<file path="src/rtl/pipe_ctrl_pkg.sv">
// Shared pipeline-control types: stall/flush FSM states and the RV32 major opcodes
// used by the hazard unit and decoder.
package pipe_ctrl_pkg;

  typedef enum logic [1:0] {
    RUN      = 2'd0,
    MEM_WAIT = 2'd1,
    DIV_WAIT = 2'd2
  } ctrl_state_e;

  localparam logic [6:0] OPC_LOAD   = 7'b0000011;
  localparam logic [6:0] OPC_STORE  = 7'b0100011;
  localparam logic [6:0] OPC_OP     = 7'b0110011;
  localparam logic [6:0] OPC_OP_IMM = 7'b0010011;
  localparam logic [6:0] OPC_BRANCH = 7'b1100011;
  localparam logic [6:0] OPC_JAL    = 7'b1101111;
  localparam logic [6:0] OPC_JALR   = 7'b1100111;
  localparam logic [6:0] OPC_LUI    = 7'b0110111;
  localparam logic [6:0] OPC_AUIPC  = 7'b0010111;

  function automatic logic is_mem_opcode(input logic [6:0] opc);
    return (opc == OPC_LOAD) || (opc == OPC_STORE);
  endfunction

endpackage

</file>
<file path="src/rtl/mem_wait_timer.sv">
// Counts stalled data-memory cycles; forces release with a one-cycle bus error once the
// access has waited MEM_TIMEOUT-1 cycles.
module mem_wait_timer #(
  parameter int unsigned MEM_TIMEOUT = 255,
  parameter int unsigned CNT_W       = 8
) (
  input  logic i_clk,
  input  logic i_reset,
  input  logic i_pend,
  output logic o_stall,
  output logic o_bus_err
);

  logic [CNT_W-1:0] r_cnt;
  logic [CNT_W-1:0] w_cnt_d;
  logic             w_timeout;

  assign w_timeout = (r_cnt == CNT_W'(MEM_TIMEOUT - 1));
  assign o_stall   = i_pend & ~w_timeout;
  assign o_bus_err = i_pend & w_timeout;

  // Counts every stalled cycle of the access; any non-stall cycle ends it and clears.
  always_comb begin
    w_cnt_d = '0;
    if (o_stall) w_cnt_d = r_cnt + 1'b1;
  end

  always_ff @(posedge i_clk or negedge i_reset) begin
    if (!i_reset) r_cnt <= '0;
    else          r_cnt <= w_cnt_d;
  end

endmodule

</file>
<file path="src/rtl/pipe_stall_ctrl.sv">
// Stall/flush sequencer for the 5-stage RV32 pipeline: merges hazard-unit requests with
// the data-memory and divider wait FSMs into per-stage enable/bubble controls.
module pipe_stall_ctrl
  import pipe_ctrl_pkg::*;
#(
  parameter int unsigned MEM_TIMEOUT = 255,
  parameter int unsigned CNT_W       = 8
) (
  input  logic       i_clk,
  input  logic       i_reset,
  input  logic       i_hz_lwstall,
  input  logic       i_hz_redirect,
  input  logic       i_mem_op_m,
  input  logic       i_dmem_ack,
  input  logic       i_div_op_e,
  input  logic       i_div_done,
  output logic       o_dmem_req,
  output logic       o_div_start,
  output logic       o_stallF,
  output logic       o_stallD,
  output logic       o_stallE,
  output logic       o_stallM,
  output logic       o_flushD,
  output logic       o_flushE,
  output logic       o_flushM,
  output logic       o_flushW,
  output logic       o_bus_err,
  output logic [1:0] o_state
);

  ctrl_state_e r_state;
  ctrl_state_e w_state_d;

  logic w_in_div;
  logic w_mem_pend;
  logic w_mem_stall;
  logic w_bus_err;
  logic w_div_start;
  logic w_div_stall;
  logic w_stall_e;

  assign w_in_div = (r_state == DIV_WAIT);
  // While dividing, EX/MEM only carries bubbles, so MEM cannot hold a live access.
  assign w_mem_pend = i_reset & ~w_in_div & i_mem_op_m & ~i_dmem_ack;

  mem_wait_timer #(
    .MEM_TIMEOUT (MEM_TIMEOUT),
    .CNT_W       (CNT_W)
  ) u_mem_wait_timer (
    .i_clk     (i_clk),
    .i_reset   (i_reset),
    .i_pend    (w_mem_pend),
    .o_stall   (w_mem_stall),
    .o_bus_err (w_bus_err)
  );

  assign w_div_start = ~w_in_div & i_div_op_e & ~w_mem_stall;
  assign w_div_stall = w_div_start | (w_in_div & ~i_div_done);
  assign w_stall_e   = w_mem_stall | w_div_stall;

  always_comb begin
    w_state_d = RUN;
    if (w_mem_stall)                   w_state_d = MEM_WAIT;
    else if (w_div_start)              w_state_d = DIV_WAIT;
    else if (w_in_div && !i_div_done)  w_state_d = DIV_WAIT;
  end

  always_ff @(posedge i_clk or negedge i_reset) begin
    if (!i_reset) r_state <= RUN;
    else          r_state <= w_state_d;
  end

  always_comb begin
    o_dmem_req  = 1'b0;
    o_div_start = 1'b0;
    o_stallF    = 1'b0;
    o_stallD    = 1'b0;
    o_stallE    = 1'b0;
    o_stallM    = 1'b0;
    o_flushD    = 1'b0;
    o_flushE    = 1'b0;
    o_flushM    = 1'b0;
    o_flushW    = 1'b0;
    o_bus_err   = 1'b0;
    if (i_reset) begin
      o_bus_err = w_bus_err;
      if (w_mem_stall) begin
        o_dmem_req = 1'b1;
        o_stallF   = 1'b1;
        o_stallD   = 1'b1;
        o_stallE   = 1'b1;
        o_stallM   = 1'b1;
        o_flushW   = 1'b1;
      end else if (w_div_stall) begin
        o_div_start = w_div_start;
        o_stallF    = 1'b1;
        o_stallD    = 1'b1;
        o_stallE    = 1'b1;
        o_flushM    = 1'b1;
      end
      // A redirect held behind a stalled EX is re-presented once EX advances.
      if (!w_stall_e && i_hz_redirect) begin
        o_flushD = 1'b1;
        o_flushE = 1'b1;
      end else if (!w_stall_e && i_hz_lwstall) begin
        o_stallF = 1'b1;
        o_stallD = 1'b1;
        o_flushE = 1'b1;
      end
    end
  end

  assign o_state = r_state;

endmodule
</file>
<file path="config.mk">
export PLATFORM = sky130hd
export DESIGN_NAME = pipe_stall_ctrl
export DESIGN_NICKNAME = d
export VERILOG_FILES = /design/src/rtl/pipe_ctrl_pkg.sv /design/src/rtl/mem_wait_timer.sv /design/src/rtl/pipe_stall_ctrl.sv
export SDC_FILE = /design/constraint.sdc
export NUM_CORES = 1
export LEC_CHECK = 0
export CAP_MARGIN = 20
export CORE_MARGIN = 2
export CORE_UTILIZATION = 46
export DETAILED_ROUTE_END_ITERATION = 16
export PLACE_DENSITY = 0.78
export SLEW_MARGIN = 20
export SYNTH_ARGS = -nofsm -noshare
export SYNTH_HDL_FRONTEND = slang
export SYNTH_HIERARCHICAL = 1
export SYNTH_SLANG_ARGS = --single-unit
</file>
<file path="constraint.sdc">
create_clock -name i_clk -period 5 [get_ports i_clk]
set_clock_uncertainty 0.1 [all_clocks]
set_input_delay 0.75 -clock i_clk [delete_from_list [all_inputs] [get_ports i_clk]]
set_output_delay 0.75 -clock i_clk [all_outputs]
set_load 0.1 [all_outputs]
</file>
==> out/qor.yml, run 1 <==
run_status: "finished clean"
p_comb_frac: 0.437
ys_ff_latch: 10
grt_pass1_wl_um: 1897
final_cell_mix: "10 x dfrtp_1, 10 x buf_4, 9 x nor2_1, 9 x clkdlybuf4s50_1"
maxCapViolCount: 0
cts.sinks: 10
met3_length_um: 105
path_class: "input pin to primary output"
grt_antenna_before_repair: 0
fin_cells: 103
intPower_mw: 0.1611
wl_met1_um: 545
ctsRootBufferMaster: "clkbuf_4"
drc_errors: 0
clk_latency_ns: 0.26
leakage_nw: 0.3903
p_sw_mw: 0.1165
dieArea_mm2: 0.001650
cts_tree: "built"
clock_path_buffers: 2
top_layer: "met3"
slew_headroom: 0.3584
clkPwrFrac: 0.253
holdCritPathClass: "flip-flop to flip-flop"
final_cell_area_um2: 860.8
htree_levels: 1
finalNetCount: 99
r2r_start: "o_state[1]$_DFF_PN0_"
dp.cells: 99
finalCoreUtilization: 0.6785
r2r_end: "o_state[1]$_DFF_PN0_"
via_per_inst: 5.311
syn-num-nets: 76
cts_resized: 0
setup_viol: 0
max_freq_mhz: 248.8
slew_viol_final: 0
critPathLaunchType: "input pin"
core-area_mm2: 0.001269
dp_hpwl_um: 1005
rows: 13
avgRoutedWirePerCell_um: 12.17
p_sw_frac: 0.4196
drt_iter0_markers: 8
synth_area_um2: 616.8
cts-buffers-inserted: 3
routed-wl-met2_um: 603
whs_endpoint: "u_mem_wait_timer/r_cnt[0]$_DFF_PN0_"
power-per-cell-area_mw_per_mm2: 322.5
syn_area_per_cell_um2: 9.346
num_antenna_cells: 0
tightest_slew_ns: 0.9594
area_growth_pct: 39.55
start_util: 0.4862
die_y_um: 40.62
timing.setup.tns_ns: 0
port_buffers: 20
clk_pin_slew_ns: 0.06
wl_um: 1254
dr.pass1.iters: 4
syn_inst: 66
ant_nets: 0
grt_start_max_net_pins: 20
min_period_ns: 4.019
hold_viol_final: 0
grt_overflow_total: 0
hold_path_depth: 1
crit_arrival_ns: 3.17
totalPowerFinal_mw: 0.2776
io_pins: 21
critPathRequiredTime_ns: 4.15
seq_area_frac_synth: 0.4057
post_cts_buffers: 0
crit_fanout: 19
hold_path_startpoint: "u_mem_wait_timer/r_cnt[0]$_DFF_PN0_"
place_area_um2: 824.5
r2r_cells: 6
routabilityCongestion: 0.6950
die_w_um: 40.62
ys_types: 30
r2r_slack_ns: 3.27
peakVddDrop_mv: 0.1703
final_layout_size_suffix_gt1_frac: 0.2500
rsz0062_at_grt: "false"
grt_pass1_vias: 475
power_frac_seq: 0.310
yosys_warnings: 6
grtUsageTotal: 0.1790
vias: 547
timing.final.crit_share: 0.8038
hold_buffers: 0
endpoint_kind: "primary output"
-- synth_stat cells --
cell type  number  area (µm²)
a32o_1          1       10.01
a21oi_2         1       8.760
a41o_2          1       11.26
nor2b_4         1       13.76
nand4_1         1       6.260
xnor2_1         1       8.760
xor2_1          2       17.52
and2_1          4       25.02
and2b_1         1       7.510
o21ai_1         1       5.000
o21ai_0         3       15.01
and4_1          1       8.760
ha_1            2       25.02
nor3_1          2       10.01
inv_1           3       11.26
buf_4           3       22.52
mux2i_2         1       13.76
dfrtp_1        10       250.2
nor3b_1         1       7.510
a21o_1          1       7.510
nand2_1         3       11.26
nand3_1         4       20.02
and4_4          1       11.26
nor4bb_1        1       10.01
nor2_1          9       33.78
o21a_1          1       7.510
nor2b_1         1       6.260
a21oi_1         2       10.01
or3_1           1       6.260
nand3b_1        2       15.01
-- metal layers --
metal  vias up  track usage
met5         -            0
met1       252       0.2098
met2        22       0.3175
met4         0      0.07500
li1        273            -
met3         0      0.03261
-- cell type report --
cell class,instances,area (µm²)
multi-input combinational,50,339.1
fill,117,407.9
sequential,10,250.2
clock buffer,4,36.28
inverter,3,11.26
timing repair buffer,21,205.2
tap,15,18.77
-- how the worst max path moves through the flow --
stage	startpoint	endpoint	slack, ns
2_1_floorplan	o_state[1]$_DFF_PN0_	o_flushM	0.21
3_3_place_gp	i_reset	o_stallF	1.01
3_5_place_dp	i_reset	o_stallF	0.96
4_1_cts	i_reset	o_stallF	0.95
5_1_grt	i_reset	o_stallF	0.82
6_report	i_reset	o_stallF	0.98
-- worst max-delay path, stage by stage --
cell and delay (ns):
clkdlybuf4s50_1 0.46, buf_4 0.22, nand2_1 0.07, nor3_1 0.24, inv_1 0.12, a41o_2 0.31, inv_1 0.20, nor2b_1 0.09
mux2i_2 0.22, o21a_1 0.28, buf_12 0.21
-- power groups by stage --
stage	registers [mW]	logic [mW]	clock network, mW
floorplan	0.104	0.0741	0
global placement	0.0876	0.121	0
detailed placement	0.0877	0.122	0
CTS	0.0861	0.122	0.0719
global route	0.0863	0.126	0.0764
finish	0.0861	0.121	0.0701
-- per-stage QoR --
stage	setup slack, ns	hold slack [ns]
floorplan	0.2149	0.3544
CTS	0.9538	0.4385
global route	0.8223	0.4794
finish	0.9810	0.4416
global placement	1.014	0.4253
detailed placement	0.9598	0.4314
-- state kept, by name (all words and copies together) (netlist names) --
register,cells
o_state,2
u_mem_wait_timer/r_cnt,8
-- cells by family after synthesis --
| group | synth area share |
|---|---|
| xor+xnor | 0.04260 |
| mux | 0.02231 |
| fa+ha+maj | 0.04056 |
| compound gates | 0.1217 |
| buf+inv | 0.05476 |
| flops | 0.4057 |
| simple gates | 0.3124 |
No activity file was read; power rests on OpenSTA's default activity.
==> inputs of run 2 (changes only) <==
CORE_UTILIZATION = 39   (was 46)
PLACE_DENSITY = 0.7   (was 0.78)
clock period = 3.26 ns   (was 5 ns; I/O delays follow)
==> run 2 against run 1 <==
Compared with the run above:
- design area is 18% higher
- core utilization grew 0.47 points
- routed wire length rose by 5.4%
- global-route usage shrank 1.4 points
- critical path depth is 1 lower
- register-to-register slack worse by 1.8 ns
- clock power grew 22%
- total power rose by 59%
- critical path type unchanged
- critical endpoint is now o_stallE
==> out/qor.yml, run 2 (synthesized netlist as in run 1, its figures left out) <==
max_freq_mhz: 326.6
timing.final.crit_share: 0.9391
vias: 554  # +1.3%
grt_pass1_wl_um: 2290  # +21%
slew_headroom: 0.7802  # +0.4218
grt_overflow_total: 0  # unchanged
r2r_start: "o_state[1]$_DFF_PN0_"
area_growth_pct: 64.91
critPathLaunchType: "input pin"
dp_hpwl_um: 1041  # +3.6%
grtUsageTotal: 0.1647  # -0.01433
ant_nets: 0  # unchanged
grt_antenna_before_repair: 0  # unchanged
dp.cells: 102  # +3.0%
die_y_um: 43.77  # +7.8%
tightest_slew_ns: 0.3233  # -0.6360 ns
core-area_mm2: 0.001489  # +17%
cts-buffers-inserted: 3  # unchanged
largest-register: "u_mem_wait_timer/r_cnt"
ctsRootBufferMaster: "clkbuf_4"
layout_commonest_cell: "buf_12"
critPathRequiredTime_ns: 2.67  # -1.48 ns
fin_cells: 106  # +2.9%
io_pins: 21  # unchanged
timing.setup.tns_ns: 0  # unchanged
run_status: "finished clean"
grt_pass1_vias: 526  # +11%
rows: 14  # +1
path_class: "input pin to primary output"
cts.sinks: 10  # unchanged
place_area_um2: 985.9  # +20%
final_layout_size_suffix_gt1_frac: 0.3778  # +0.1278
whs_ns: 0.4387  # -0.002984 ns
clk_pin_slew_ns: 0.06  # about the same
power-per-cell-area_mw_per_mm2: 433.7  # +34%
die_w_um: 43.77  # +7.8%
finalNetCount: 101  # +2.0%
finalCoreUtilization: 0.6832  # +0.004692
final_cell_mix: "11 x buf_12, 8 x dfrtp_1, 7 x nor2_1, 7 x clkdlybuf4s50_1, 5 x buf_4"
final_cell_area_mm2: 0.001017  # +18%
start_util: 0.4143  # -0.07191
htree_levels: 1  # unchanged
r2r_cells: 7  # +1
avgRoutedWirePerCell_um: 12.47  # +2.4%
r2r_end: "o_state[1]$_DFF_PN0_"
grt_start_max_net_pins: 19  # -5.0%
drc_errors: 0  # unchanged
cts_tree: "built"
slew_viol_final: 0  # unchanged
port_buffers: 20  # unchanged
routabilityCongestion: 0.8153  # +17%
maxCapViolCount: 0  # unchanged
num_antenna_cells: 0  # unchanged
endpoint_kind: "primary output"
whs_endpoint: "u_mem_wait_timer/r_cnt[0]$_DFF_PN0_"
clk_latency_ns: 0.26  # about the same
hold_path_depth: 1  # unchanged
r2r_slack_ns: 1.52  # -1.75 ns
leakage_nw: 0.4338  # +11%
crit_fanout: 7  # -12
dieArea_mm2: 0.001916  # +16%
min_period_ns: 3.062
post_cts_buffers: 0  # unchanged
drt_iter0_markers: 6  # -2
hold_path_startpoint: "u_mem_wait_timer/r_cnt[0]$_DFF_PN0_"
rsz0062_at_grt: "false"
peakVddDrop_mv: 0.2798  # +64%
crit_arrival_ns: 2.47  # -0.70 ns
setup_viol: 0  # unchanged
wl_um: 1322  # +5.4%
clock_path_buffers: 2  # unchanged
largest_reg_flops: 8  # unchanged
holdCritPathClass: "flip-flop to flip-flop"
dr.pass1.iters: 4  # unchanged
hold_viol_final: 0  # unchanged
via_per_inst: 5.226  # -1.6%
[run 2: worst max-delay path by stage]
stage	startpoint	to	slack (ns)
after detailed placement	i_reset	o_stallE	0.1
after global routing	i_reset	o_stallE	0.05
after global placement	i_reset	o_stallE	0.15
after CTS	i_reset	o_stallE	0.09
after floorplan	o_state[1]$_DFF_PN0_	o_stallF	0.01
final	i_reset	o_stallE	0.20
[run 2: metrics by stage]
step	power (mW)	worst slack [ns]
CTS	0.4478	0.08652
floorplan	0.2863	0.01302
finish	0.4412	0.1984
global route	0.4642	0.04614
detailed placement	0.3585	0.09843
global placement	0.3561	0.1494
[run 2: area by class of cell]
| class | count | area (µm²) |
|---|---|---|
| tap | 16 | 20.02 |
| sequential | 10 | 252.7 |
| timing repair buffer | 23 | 327.8 |
| clock buffer | 4 | 26.28 |
| fill | 104 | 471.7 |
| inverter | 3 | 11.26 |
| multi-input combinational | 50 | 379.1 |
[run 2: critical path, cell delays in order]
cell,delay [ns]
clkdlybuf4s50_1,0.48
nand2_1,0.07
nor3_2,0.17
inv_1,0.10
a41o_2,0.30
inv_1,0.11
nor2b_1,0.06
mux2i_2,0.29
and2_2,0.23
buf_12,0.17
[run 2: layer usage]
metal  global-route usage  wire, µm  vias up
met3              0.04167        80        2
li1                     -         -      279
met5                    0         0        -
met4              0.07273        10        0
met2               0.2765       659       21
met1               0.1974       571      252
[run 2: timing repair]
item / 4_1_cts / 5_1_grt
endpoints found under the setup margin: 0 / 3
hold buffers: 0 / 0
resized for setup: 0 / 1
[run 2: where the power goes]
part | internal, mW | switching, mW
clock | 0.0471 | 0.0384
sequential | 0.129 | 0.00388
combinational | 0.0767 | 0.146
total | 0.253 | 0.188
==> inputs of run 3 (changes only) <==
CORE_AREA = 2 2 39 41   (was not set)
CORE_MARGIN = not set   (was 2)
CORE_UTILIZATION = not set   (was 39)
DIE_AREA = 0 0 41 43   (was not set)
DONT_BUFFER_PORTS = 1   (was not set)
PLACE_DENSITY = 0.6   (was 0.7)
==> run 3 against run 2 <==
Compared with the run above:
- global-route usage down 1.0 points
- count of clock-buffer cells in the layout did not move
- via count shrank 5.8%
- routed wire length decreased by 9.9%
- critical path depth down 1
- largest power group unchanged
- combinational power decreased by 17%
- cell count down 11%
- flip-flop and latch count unchanged
- total power fell by 3.4%
- hold slack worse by 0.10 ns
==> out/qor.yml, run 3 (synthesized netlist as in run 1, its figures left out) <==
rsz0062_at_grt: "false"
hold_viol_final: 0  # unchanged
area_growth_pct: 33.87
totalPowerFinal_mw: 0.4260  # -3.4%
htree_levels: 1  # unchanged
cts-buffers-inserted: 3  # unchanged
crit_arrival_ns: 2.44  # -0.03 ns
critPathRequiredTime_ns: 2.67  # about the same
fin_cells: 94  # -11%
cts.sinks: 10  # unchanged
dp_hpwl_um: 863.6  # -17%
grt_overflow_total: 0  # unchanged
hold_path_startpoint: "i_dmem_ack"
ant_nets: 0  # unchanged
power-per-cell-area_mw_per_mm2: 515.9  # +19%
num_antenna_cells: 0  # unchanged
holdCritPathClass: "input pin to flip-flop"
max_freq_mhz: 330.1  # +1.1%
leakage_nw: 0.3501  # -19%
avgRoutedWirePerCell_um: 12.67  # +1.6%
grtUsageTotal: 0.1544  # -0.01026
via_per_inst: 5.553  # +6.3%
routabilityCongestion: 0.7270  # -11%
startpoint: "o_state[1]$_DFF_PN0_"
grt_pass1_vias: 472  # -10%
clk_pin_slew_ns: 0.07  # about the same
die_y_um: 43  # -1.8%
finalNetCount: 89  # -12%
core-area_mm2: 0.001384  # -7.1%
timing.final.crit_share: 0.9292  # -0.009970
path_class: "flip-flop to primary output"
vias: 522  # -5.8%
grt_start_max_net_pins: 11  # -8
clock_path_buffers: 2  # unchanged
port_buffers: 0  # -100%
r2r_slack_ns: 1.56  # +0.04 ns
ctsRootBufferMaster: "clkbuf_4"
slew_headroom: 0.7000  # -0.08020
post_cts_buffers: 0  # unchanged
final_layout_size_suffix_gt1_frac: 0.3846  # +0.006838
maxCapViolCount: 0  # unchanged
final_cell_mix: "8 x dfrtp_1, 7 x nor2_1, 7 x buf_4"
r2r_end: "o_state[1]$_DFF_PN0_"
clk_latency_ns: 0.26  # about the same
cts_tree: "built"
largest-register: "u_mem_wait_timer/r_cnt"
start_util: 0.4458  # +0.03146
dp.cells: 89  # -13%
wl_um: 1191  # -9.9%
min_period_ns: 3.029  # -0.03250 ns
io_pins: 21  # unchanged
critPathLaunchType: "flip-flop"
largest_reg_flops: 8  # unchanged
setup_viol: 0  # unchanged
grt_antenna_before_repair: 0  # unchanged
rows: 14  # unchanged
dr.pass1.iters: 4  # unchanged
endpoint_kind: "primary output"
run_status: "finished clean"
drt_iter0_markers: 12  # +6
dieArea_mm2: 0.001763  # -8.0%
grt_pass1_wl_um: 1794  # -22%
slew_viol_final: 0  # unchanged
layout_commonest_cell: "dfrtp_1"
tightest_slew_ns: 0.4485  # +0.1252 ns
dp_slack_ns: 0.2803  # +0.1819 ns
crit_fanout: 7  # unchanged
drc_errors: 0  # unchanged
die_w_um: 41  # -6.3%
peakVddDrop_mv: 0.3498  # +25%
r2r_start: "o_state[1]$_DFF_PN0_"
whs_ns: 0.3350  # -0.1036 ns
endpoint: "o_stallF"
layout_setup_ws_ns: 0.2309  # +0.03250 ns
timing.setup.tns_ns: 0  # unchanged
r2r_cells: 6  # -1
-- run 3: worst min-delay path by stage --
stage	end	slack (ns)	depth (start not counted)
floorplan	o_state[0]$_DFF_PN0_	0.09	0
global placement	u_mem_wait_timer/r_cnt[6]$_DFF_PN0_	0.09	0
detailed placement	u_mem_wait_timer/r_cnt[7]$_DFF_PN0_	0.09	0
CTS	u_mem_wait_timer/r_cnt[6]$_DFF_PN0_	0.35	3
global route	u_mem_wait_timer/r_cnt[6]$_DFF_PN0_	0.32	3
finish	u_mem_wait_timer/r_cnt[6]$_DFF_PN0_	0.34	3
-- run 3: power by group --
part	total, mW	internal (mW)	switching (mW)	leakage (nW)
Sequential	0.132	0.129	0.00319	0.134
Clock	0.109	0.0677	0.0411	0.0210
Combinational	0.185	0.0476	0.138	0.195
Total	0.426	0.244	0.182	0.350
-- run 3: repair_timing --
action,in CTS,in global routing
resized for setup,1,1
pin swaps,0,0
hold buffers,1,0
setup endpoints to repair,2,3
hold endpoints to repair,10,0
-- run 3: worst max-delay path, stage by stage (launching register included) --
cell and delay (ns):
dfrtp_2 0.40, nor2b_4 0.15, nor3_2 0.24, inv_1 0.11
a41o_2 0.32, clkinvlp_4 0.18, nor2b_1 0.08, mux2i_2 0.28
o21a_4 0.18, buf_12 0.24
-- run 3: area by class of cell --
cell class                      count  area (µm²)
Sequential cell                    10       252.7
Tap cell                           16       20.02
Clock buffer                        4       36.28
Timing Repair Buffer               11       122.6
Inverter                            3       15.01
Fill cell                         126       558.0
Multi-Input combinational cell     50       379.1
-- run 3: layer usage --
metal	up-vias	track usage	wire [µm]
met5	-	0	0
met4	0	0.1200	9
met1	247	0.1706	516
li1	253	-	-
met3	2	0.04712	83
met2	20	0.2313	581
-- run 3: stage by stage --
step / instance area [µm²] / util
floorplan: 664.4 / -
global placement: 770.7 / 0.5570
detailed placement: 770.7 / 0.5570
CTS: 820.8 / 0.5931
global route: 825.8 / 0.5967
finish: 825.8 / 0.5967
